<file path="src/rtl/pwr_load_pkg.sv">
// Shared constants, types and helpers for the synthetic switching-load array.
package pwr_load_pkg;

  localparam int unsigned LFSR_W = 16;
  localparam int unsigned DUTY_W = 4;

  // Feedback taps: bits 0, 2, 3 and 5 of the current state.
  localparam logic [LFSR_W-1:0] LFSR_TAPS = 16'h002D;

  typedef enum logic {
    IDLE,
    RAMP
  } ramp_state_e;

  // Isolates the lowest set bit; callers zero-extend and truncate to their width.
  function automatic logic [255:0] lowest_set(input logic [255:0] v);
    return v & (~v + 256'd1);
  endfunction

  // Channel seed: index+1 truncated to the LFSR width, never all-zero.
  function automatic logic [LFSR_W-1:0] lfsr_seed(input int unsigned idx);
    logic [LFSR_W-1:0] s;
    s = LFSR_W'(idx + 1);
    if (s == '0) s = {{(LFSR_W-1){1'b0}}, 1'b1};
    return s;
  endfunction

endpackage

</file>
<file path="src/rtl/pwr_load_cell.sv">
// One load channel: LFSR feeding a mixing pipeline, XOR-reduced into a dummy output.
module pwr_load_cell
  import pwr_load_pkg::*;
#(
  parameter int unsigned IDX        = 0,
  parameter int unsigned PIPE_DEPTH = 4
) (
  input  logic clk100m,
  input  logic rstn,
  input  logic adv,
  output logic dummy_out
);

  logic [LFSR_W-1:0]                  lfsr_q, lfsr_d;
  logic [PIPE_DEPTH-1:0][LFSR_W-1:0] stage_q, stage_d;
  logic                               dout_q, dout_d;
  logic                               fb;

  assign fb = ^(lfsr_q & LFSR_TAPS);

  // Advance LFSR and pipeline together only when enabled; otherwise hold (no toggling).
  always_comb begin
    lfsr_d  = lfsr_q;
    stage_d = stage_q;
    if (adv) begin
      lfsr_d     = {fb, lfsr_q[LFSR_W-1:1]};
      stage_d[0] = lfsr_q;
      for (int k = 1; k < int'(PIPE_DEPTH); k++) begin
        stage_d[k] = stage_q[k-1] ^ {stage_q[k-1][LFSR_W-2:0], stage_q[k-1][LFSR_W-1]};
      end
    end
    dout_d = ^stage_q[PIPE_DEPTH-1];
  end

  // Channel state registers.
  always_ff @(posedge clk100m or negedge rstn) begin
    if (!rstn) begin
      lfsr_q  <= lfsr_seed(IDX);
      stage_q <= '0;
      dout_q  <= 1'b0;
    end else begin
      lfsr_q  <= lfsr_d;
      stage_q <= stage_d;
      dout_q  <= dout_d;
    end
  end

  assign dummy_out = dout_q;

endmodule

</file>
<file path="src/rtl/pwr_load_array.sv">
// Array of switching loads with a one-at-a-time turn-on ramp and global duty throttle.
module pwr_load_array
  import pwr_load_pkg::*;
#(
  parameter int unsigned NUM_MODULES = 32,
  parameter int unsigned PIPE_DEPTH  = 4,
  parameter int unsigned RAMP_CYCLES = 16
) (
  input  logic                             clk100m,
  input  logic                             rstn,
  input  logic [NUM_MODULES-1:0]           pwr_en_in,
  input  logic [DUTY_W-1:0]                duty_sel,
  output logic [NUM_MODULES-1:0]           dummy_out,
  output logic [NUM_MODULES-1:0]           eff_en_out,
  output logic [$clog2(NUM_MODULES+1)-1:0] active_count,
  output logic                             ramp_busy
);

  localparam int unsigned CNT_W  = $clog2(NUM_MODULES + 1);
  localparam int unsigned RCNT_W = (RAMP_CYCLES > 1) ? $clog2(RAMP_CYCLES) : 1;
  localparam logic [RCNT_W-1:0] RCNT_LOAD = RCNT_W'(RAMP_CYCLES - 1);

  logic [NUM_MODULES-1:0] req_q, eff_q, eff_d;
  logic [NUM_MODULES-1:0] pend, low_bit, set_bit, adv;
  logic [DUTY_W-1:0]      ph_q, ph_d;
  logic [RCNT_W-1:0]      rcnt_q, rcnt_d;
  logic [CNT_W-1:0]       cnt_q, cnt_d;
  ramp_state_e            state_q, state_d;
  logic                   act;

  assign pend    = req_q & ~eff_q;
  assign low_bit = NUM_MODULES'(lowest_set(256'(pend)));
  assign act     = (ph_q <= duty_sel);
  assign ph_d    = ph_q + 1'b1;

  // Ramp FSM next state: one channel turns on per RAMP_CYCLES, lowest index first.
  always_comb begin
    state_d = state_q;
    rcnt_d  = rcnt_q;
    set_bit = '0;
    unique case (state_q)
      IDLE: begin
        if (pend != '0) begin
          state_d = RAMP;
          rcnt_d  = RCNT_LOAD;
        end
      end
      RAMP: begin
        if (pend == '0) begin
          state_d = IDLE;
        end else if (rcnt_q == '0) begin
          set_bit = low_bit;
          if ((pend & ~low_bit) != '0) begin
            rcnt_d = RCNT_LOAD;
          end else begin
            state_d = IDLE;
          end
        end else begin
          rcnt_d = rcnt_q - 1'b1;
        end
      end
      default: state_d = IDLE;
    endcase
  end

  // FSM outputs.
  always_comb begin
    ramp_busy = (state_q == RAMP);
  end

  // Withdrawn requests drop immediately; new ones only enter via the ramp.
  always_comb begin
    eff_d = (eff_q & req_q) | set_bit;
    cnt_d = '0;
    for (int i = 0; i < int'(NUM_MODULES); i++) begin
      cnt_d = cnt_d + CNT_W'(eff_q[i]);
    end
  end

  // Control state registers.
  always_ff @(posedge clk100m or negedge rstn) begin
    if (!rstn) begin
      req_q   <= '0;
      eff_q   <= '0;
      ph_q    <= '0;
      rcnt_q  <= '0;
      cnt_q   <= '0;
      state_q <= IDLE;
    end else begin
      req_q   <= pwr_en_in;
      eff_q   <= eff_d;
      ph_q    <= ph_d;
      rcnt_q  <= rcnt_d;
      cnt_q   <= cnt_d;
      state_q <= state_d;
    end
  end

  assign adv          = eff_q & {NUM_MODULES{act}};
  assign eff_en_out   = eff_q;
  assign active_count = cnt_q;

  for (genvar g = 0; g < int'(NUM_MODULES); g++) begin : g_cell
    pwr_load_cell #(
      .IDX       (g),
      .PIPE_DEPTH(PIPE_DEPTH)
    ) u_cell (
      .clk100m  (clk100m),
      .rstn     (rstn),
      .adv      (adv[g]),
      .dummy_out(dummy_out[g])
    );
  end

endmodule

</file>
<file path="config.mk">
export PLATFORM = sky130hd
export DESIGN_NAME = pwr_load_array
export DESIGN_NICKNAME = d
export VERILOG_FILES = /design/src/rtl/pwr_load_pkg.sv /design/src/rtl/pwr_load_cell.sv /design/src/rtl/pwr_load_array.sv
export SDC_FILE = /design/constraint.sdc
export NUM_CORES = 2
export LEC_CHECK = 0
export BUFFER_PORTS_ARGS = -buffer_cell sky130_fd_sc_hd__buf_4
export CELL_PAD_IN_SITES_DETAIL_PLACEMENT = 0
export CELL_PAD_IN_SITES_GLOBAL_PLACEMENT = 2
export CORE_UTILIZATION = 40
export CTS_BUF_LIST = sky130_fd_sc_hd__clkbuf_16
export DETAILED_ROUTE_END_ITERATION = 10
export GPL_TIMING_DRIVEN = 0
export PLACE_DENSITY_LB_ADDON = 0.1
export SLEW_MARGIN = 20
export SYNTH_ARGS = -nofsm -noshare
export SYNTH_HDL_FRONTEND = slang
export SYNTH_SLANG_ARGS = --single-unit
</file>
<file path="constraint.sdc">
create_clock -name clk100m -period 13.2 [get_ports clk100m]
set_input_delay 0.66 -clock clk100m [delete_from_list [all_inputs] [get_ports clk100m]]
set_output_delay 0.66 -clock clk100m [all_outputs]
set_load 0.005 [all_outputs]
</file>
---- Word level (Yosys, flattened, before mapping) ----
Index checks and enable logic that the tools add are counted.
storage, ports and cells
  logic and storage cells ................. 424
  bits of input ports ..................... 38
  output and inout bits ................... 71
  register bits after elaboration ......... 2,671
operators by class
  bitwise gates (word level) .............. 106
  $lt $le $gt $ge ......................... 1
  $add $sub $neg .......................... 34
  eq/ne operators ......................... 3
  reduce and logical (&&, ||, !) cells .... 69
  multiplexer cells ....................... 13
operator list
  cell                     count
  $xor A16 B16 Y16         96
  $reduce_xor A16 Y1       64
  $and A32 B32 Y32         5
  $add A6 B1 Y6            26
  $mux W32                 3
  $not A32 Y32             3
  $reduce_bool A32 Y1      2
  $add A32 B1 Y32 const B  1
  $logic_not A32 Y1        1
  $or A32 B32 Y32          1
  $mux W4                  4
  $pmux W4 S2              1
  $add A5 B1 Y6            1
  $add A4 B1 Y5            1
  $add A3 B1 Y4            1
  $add A4 B1 Y4 const B    1
  $le A4 B4 Y1             1
  $logic_not A4 Y1         1
  $mux W1                  4
  $ne A2 B2 Y1 const B     2
  $sub A4 B1 Y4 const B    1
  $add A2 B1 Y3            1
  $ne A3 B2 Y1 const B     1
  $reduce_and A3 Y1        1
  other kinds (3)          3

---- Logic depth before layout (Yosys ltp) ----
  word-level depth ........................ 31
  mapped depth ............................ 15
  gate-level depth less buffers ........... 14

---- Modules after synthesis ----
From an unflattened synthesis, not the netlist that was laid out.
unflattened totals
  cell total of the unflattened synthesis .. 9,140
  area total of the unflattened synthesis .. 100,141.0 um^2
by module, submodules not included
  module                                 times used  area an instance (um^2)  cells each  seq. area each (um^2)
  pwr_load_cell (g_cell[10].u_cell ...)  4           3,011.6                  275         1,730.4
  pwr_load_cell (g_cell[23].u_cell ...)  4           2,974.1                  270         1,704.1
  pwr_load_cell (g_cell[20].u_cell ...)  3           3,015.4                  276         1,730.4
  pwr_load_cell (g_cell[0].u_cell ...)   3           2,924.1                  263         1,677.9
  pwr_load_cell (g_cell[22].u_cell ...)  2           3,057.9                  282         1,756.7
  pwr_load_cell (g_cell[28].u_cell ...)  2           3,054.2                  281         1,756.7
  pwr_load_cell (g_cell[12].u_cell ...)  2           3,007.9                  274         1,730.4
  pwr_load_cell (g_cell[11].u_cell ...)  2           2,970.3                  269         1,704.1
  pwr_load_cell (g_cell[16].u_cell ...)  2           2,965.3                  269         1,704.1
  pwr_load_array                         1           4,388.0                  421         1,976.9
  pwr_load_cell (g_cell[30].u_cell)      1           3,090.5                  286         1,783.0
  pwr_load_cell (g_cell[14].u_cell)      1           3,050.4                  280         1,756.7
  pwr_load_cell (g_cell[18].u_cell)      1           3,002.9                  274         1,730.4
  pwr_load_cell (g_cell[19].u_cell)      1           2,977.9                  271         1,704.1
  4 more rows                            --          --                       --          --

---- Least setup slack after synthesis ----
Ideal clock, no wire load.
  path kind ............................... register -> register
  from .................................... register eff_q[23], in the netlist eff_en_out[23]
  to ...................................... register cnt_q[4], in the netlist active_count[4]
  stages on the path, launching flop included .. 14
  data required time ...................... 13,120 ps
  period minus slack after synthesis ...... 4,564 ps
  path buffers ............................ 0
  data arrival time ....................... 4,484 ps
  setup time .............................. 80 ps
  slack ................................... 8,636 ps
  cells stage by stage .................... dfrtp_1 -> inv_1 -> fa_1 -> fa_1 -> fa_1 -> fa_1 -> fa_1 -> fa_1 -> inv_1 -> ha_1 -> fa_1 -> a21o_1 -> a21oi_1 -> xnor2_1
on the way
  word-level cells in the longest chain between the ends .. 9
ends and longest elaborated chain
  element                     line                  source
  from (decl)                 pwr_load_array.sv:23  logic [NUM_MODULES-1:0] req_q, eff_q, eff_d;
  from (signal assigned)      pwr_load_array.sv:84  eff_q <= '0;
  from (signal assigned)      pwr_load_array.sv:91  eff_q <= eff_d;
  $add A6 B1 Y6 (9 in a row)  pwr_load_array.sv:76  cnt_d = cnt_d + CNT_W'(eff_q[i]);
  net cnt_d[4]                pwr_load_array.sv:27  logic [CNT_W-1:0] cnt_q, cnt_d;
  to (signal assigned)        pwr_load_array.sv:94  cnt_q <= cnt_d;
  to (decl)                   pwr_load_array.sv:27
The timed path passes the listed nets, and every way through them passes these cells.
A chain may end at the register's enable or synchronous reset.

---- Final worst setup path ----
  from .................................... register eff_q[25], in the netlist eff_en_out[25]
  to ...................................... register cnt_q[4], in the netlist active_count[4]
on the way
  word-level cells in the longest chain between the ends .. 7
ends and longest elaborated chain
  element                     line
  $add A6 B1 Y6 (7 in a row)  pwr_load_array.sv:76
  net cnt_d[4]                pwr_load_array.sv:27
The timed path passes the listed nets, and every way through them passes these cells.

==> impl_results.md <==
* Status: complete, no violations
* M3 GR Usage at approximately 2.4%
* Grt peak-use layer: met2
* Worst min path class: in2async
* CTS Buf Count at around 280
* Critical path class: reg2reg
* Final setup fails at 0
* Initial Utilization at between 40% and 50%
* Worst EP arrival at a little over 6 ns
* Period utilization at 40.0%
* Initial antenna violation count at 32
* Final Wtd Congestion at 0.762
* Routed Antenna Nets at 0
* Mux share of post-synthesis cell area at 0.0300%
* Yosys reg bits at 2272
* Commonest cells post-synth: nand2_1, dfrtp_1, xnor2_1, o21ai_0, clkbuf_1
* Final min period at roughly 5.3 ns
* Setup_tns at 0 ns
* Post-Synth Adder-Cell Area at 0.652%
* DRT Pass-1 Iters at 5
* Io pins at 109
* CTS H-tree depth at 5
* Grt met2 use at 28.6%
* CORE AREA at about 250000 sq um
* Async set-or-reset flop fraction in the synthesized netlist at between 90% and 100%
* Top_reg_cell synth: dfrtp_1
* Setup crit start kind: register
* Max-cap violations at 0
* Top-count cell post-synth: nand2_1
* Postcts setup bufs at 0
* Simple-Gate Fraction of Synth Area at 13.3%
* Clk_lat worst skew at approximately 0.90 ns
* Clk_skew at 0.0392 ns
* Layout fillers at ~24000
* CTS Hold Bufs at 33
* Area grow syn2layout at 14.3%
* RSZ-0062 raised after global routing: no
* Synth Area in Compound Gates at 8.31%
* Core Rows at about 180
* Final std cells w/o fill at 14127
* Leak at 48.5 nW
* Layout cells sized above 1 at about 5.6%
* Met1 usage at ~22%
* CP Capture Type: register
* Max Buffers Root-to-Sink at 4
* Number of global-route vias before repair at 66528
* Cell Area, Synth at ~100000 sq um
* Placed cells at around 14000
* Cell Pwr Density at 124 nW/um^2
* Total gr overflow at 0
* Largest net degree at the start of global routing at 142
* Syn Inst Count at 10134
* Yosys top cell by area: dfrtp_1
* DRC viols at 0
* Nets at 10660
* Post-Synth XOR/XNOR Area at 18.4%
* Total track usage at 16.8%
* Core Util, Final at 46.0%
* Post-synth EDFFs at 0
* Seq/Total Area, Yosys at a little under three fifths
* Critical path required time at 14.00 ns
* Clock slew at reported path FFs at around 0.060 ns
* Vias per cell at 4.51
* Worst Tran Pin Value at 1.14 ns
* Die Y at 502 microns
* CTS resizes at 0
* Worst slew margin at 23.8%
* WL final at 207 mm
* DRT iter0 DRCs at 2733
* Die area at about 250000 sq um
* Avg Cell Area, Syn at 9.89 sq um
* Largest family of logic cells by synthesized area: XOR/XNOR gates
* Max VDD drop at about 0.00013 V
* Port Buffers at 108
* Power Total at approximately 14 mW
* Sink Count at ~2300
* HPWL after DPL at 147 mm
* Root Driver: clkbuf_16
* Area share of the largest cell type after synthesis at 54.7%
* Maximum clock frequency at 189 MHz
* Die Span X at between 500 and 600 microns
* Hold slack at 0.347 ns
* CTS tree: yes
* Synth warn at 0
* Max-slew violation count at 0
* Syn nets at 10209
* Top cells by area, synth: dfrtp_1, xnor2_1, nand2_1
* Final hold violation count at 0
* Routed via count at 63648
* CP max FO at 6
* Avg WL per Cell at 14.7 microns
* First-pass GRT wire length at 349 mm
* Netlist cell types at 49
## routing by layer
layer	vias to the layer above	wire, microns
met2	617	99800
met1	29495	95800
met5	-	57
met4	8	6030
met3	404	5800
li1	33124	-
## path summary, 6_finish.rpt
check | startpoint | endpoint | slack [ns] | depth (start not counted)
min in group clk100m | pwr_en_in[17] | req_q[17]$_DFF_PN0_ | 0.41 | 2
max | eff_en_out[25]$_DFF_PN0_ | active_count[4]$_DFF_PN0_ | 7.91 | 13
max reg2reg | eff_en_out[25]$_DFF_PN0_ | active_count[4]$_DFF_PN0_ | 7.91 | 13
min reg2reg | g_cell[14].u_cell.lfsr_q[1]$_DFFE_PN1P_ | g_cell[14].u_cell.lfsr_q[1]$_DFFE_PN1P_ | 0.45 | 2
min | rstn | g_cell[4].u_cell.stage_q[61]$_DFFE_PN0P_ | 0.35 | 2
max in group asynchronous | rstn | g_cell[15].u_cell.stage_q[37]$_DFFE_PN0P_ | 9.76 | 7
## worst max-delay path: stages (launching register included)
cell and delay, ns:
dfrtp_1 0.79, inv_1 0.17, fa_1 0.52, fa_1 0.54, fa_1 0.45, fa_1 0.55, fa_1 0.48, fa_1 0.51
inv_1 0.04, ha_1 0.21, fa_1 0.46, a21o_1 0.19, a21oi_1 0.17, xnor2_1 0.13
## per-stage QoR
step / area [sq um] / setup slack, ns
after detailed placement: 106000 / 7.81
after global routing: 115000 / 7.72
after CTS: 115000 / 7.78
after floorplan: 100000 / 8.64
after global placement: 105000 / -18.08
final: 115000 / 7.91
## state kept, by name (all words and copies together), names as in the netlist
signal	count
g_cell.u_cell.stage_q	2007
g_cell.u_cell.lfsr_q	154
eff_en_out	32
g_cell.u_cell.dummy_out	32
req_q	32
active_count	6
ph_q	4
rcnt_q	4
ramp_busy	1
## where the power goes
part	switching, mW	total (mW)	internal [mW]
registers	0.00808	6.98	6.98
clock network	2.86	7.00	4.14
logic	0.196	0.242	0.0467
total	3.07	14.2	11.2
## cell families (layout without fill, tap and decap cells)
kind of cell | after synthesis | after routing
compound gates | 1638 | 1638
xor+xnor | 2109 | 2109
fa+ha+maj | 38 | 38
buf+inv | 604 | 1257
flops | 2272 | 2272
mux | 2 | 2
other cells | 0 | 10
simple gates | 3471 | 3471
## placed cells by master (no fill, tap or decap), types with 34 or more instances in the layout
| master | count |
|---|---|
| nand2_1 | 3320 |
| clkbuf_1 | 510 |
| clkbuf_16 | 290 |
| xor2_1 | 34 |
| dfrtp_1 | 2191 |
| inv_1 | 141 |
| xnor2_1 | 2075 |
| buf_4 | 139 |
| o21ai_0 | 1577 |
| clkinv_1 | 60 |
| dfstp_2 | 81 |
## area by class of cell
cell class                      instances  area (sq um)  area share (%)
Sequential cell                      2272         57000            49.7
Multi-Input combinational cell       7258         40800            35.7
Clock buffer                          290          7260            6.34
Tap cell                             3330          4170            3.64
Buffer                                553          2200            1.92
Timing Repair Buffer                  165          1810            1.58
Clock inverter                        198          1090           0.954
Inverter                               51           191           0.167
Antenna cell                           10          25.0          0.0218
Power figures use the tool's default switching activity.
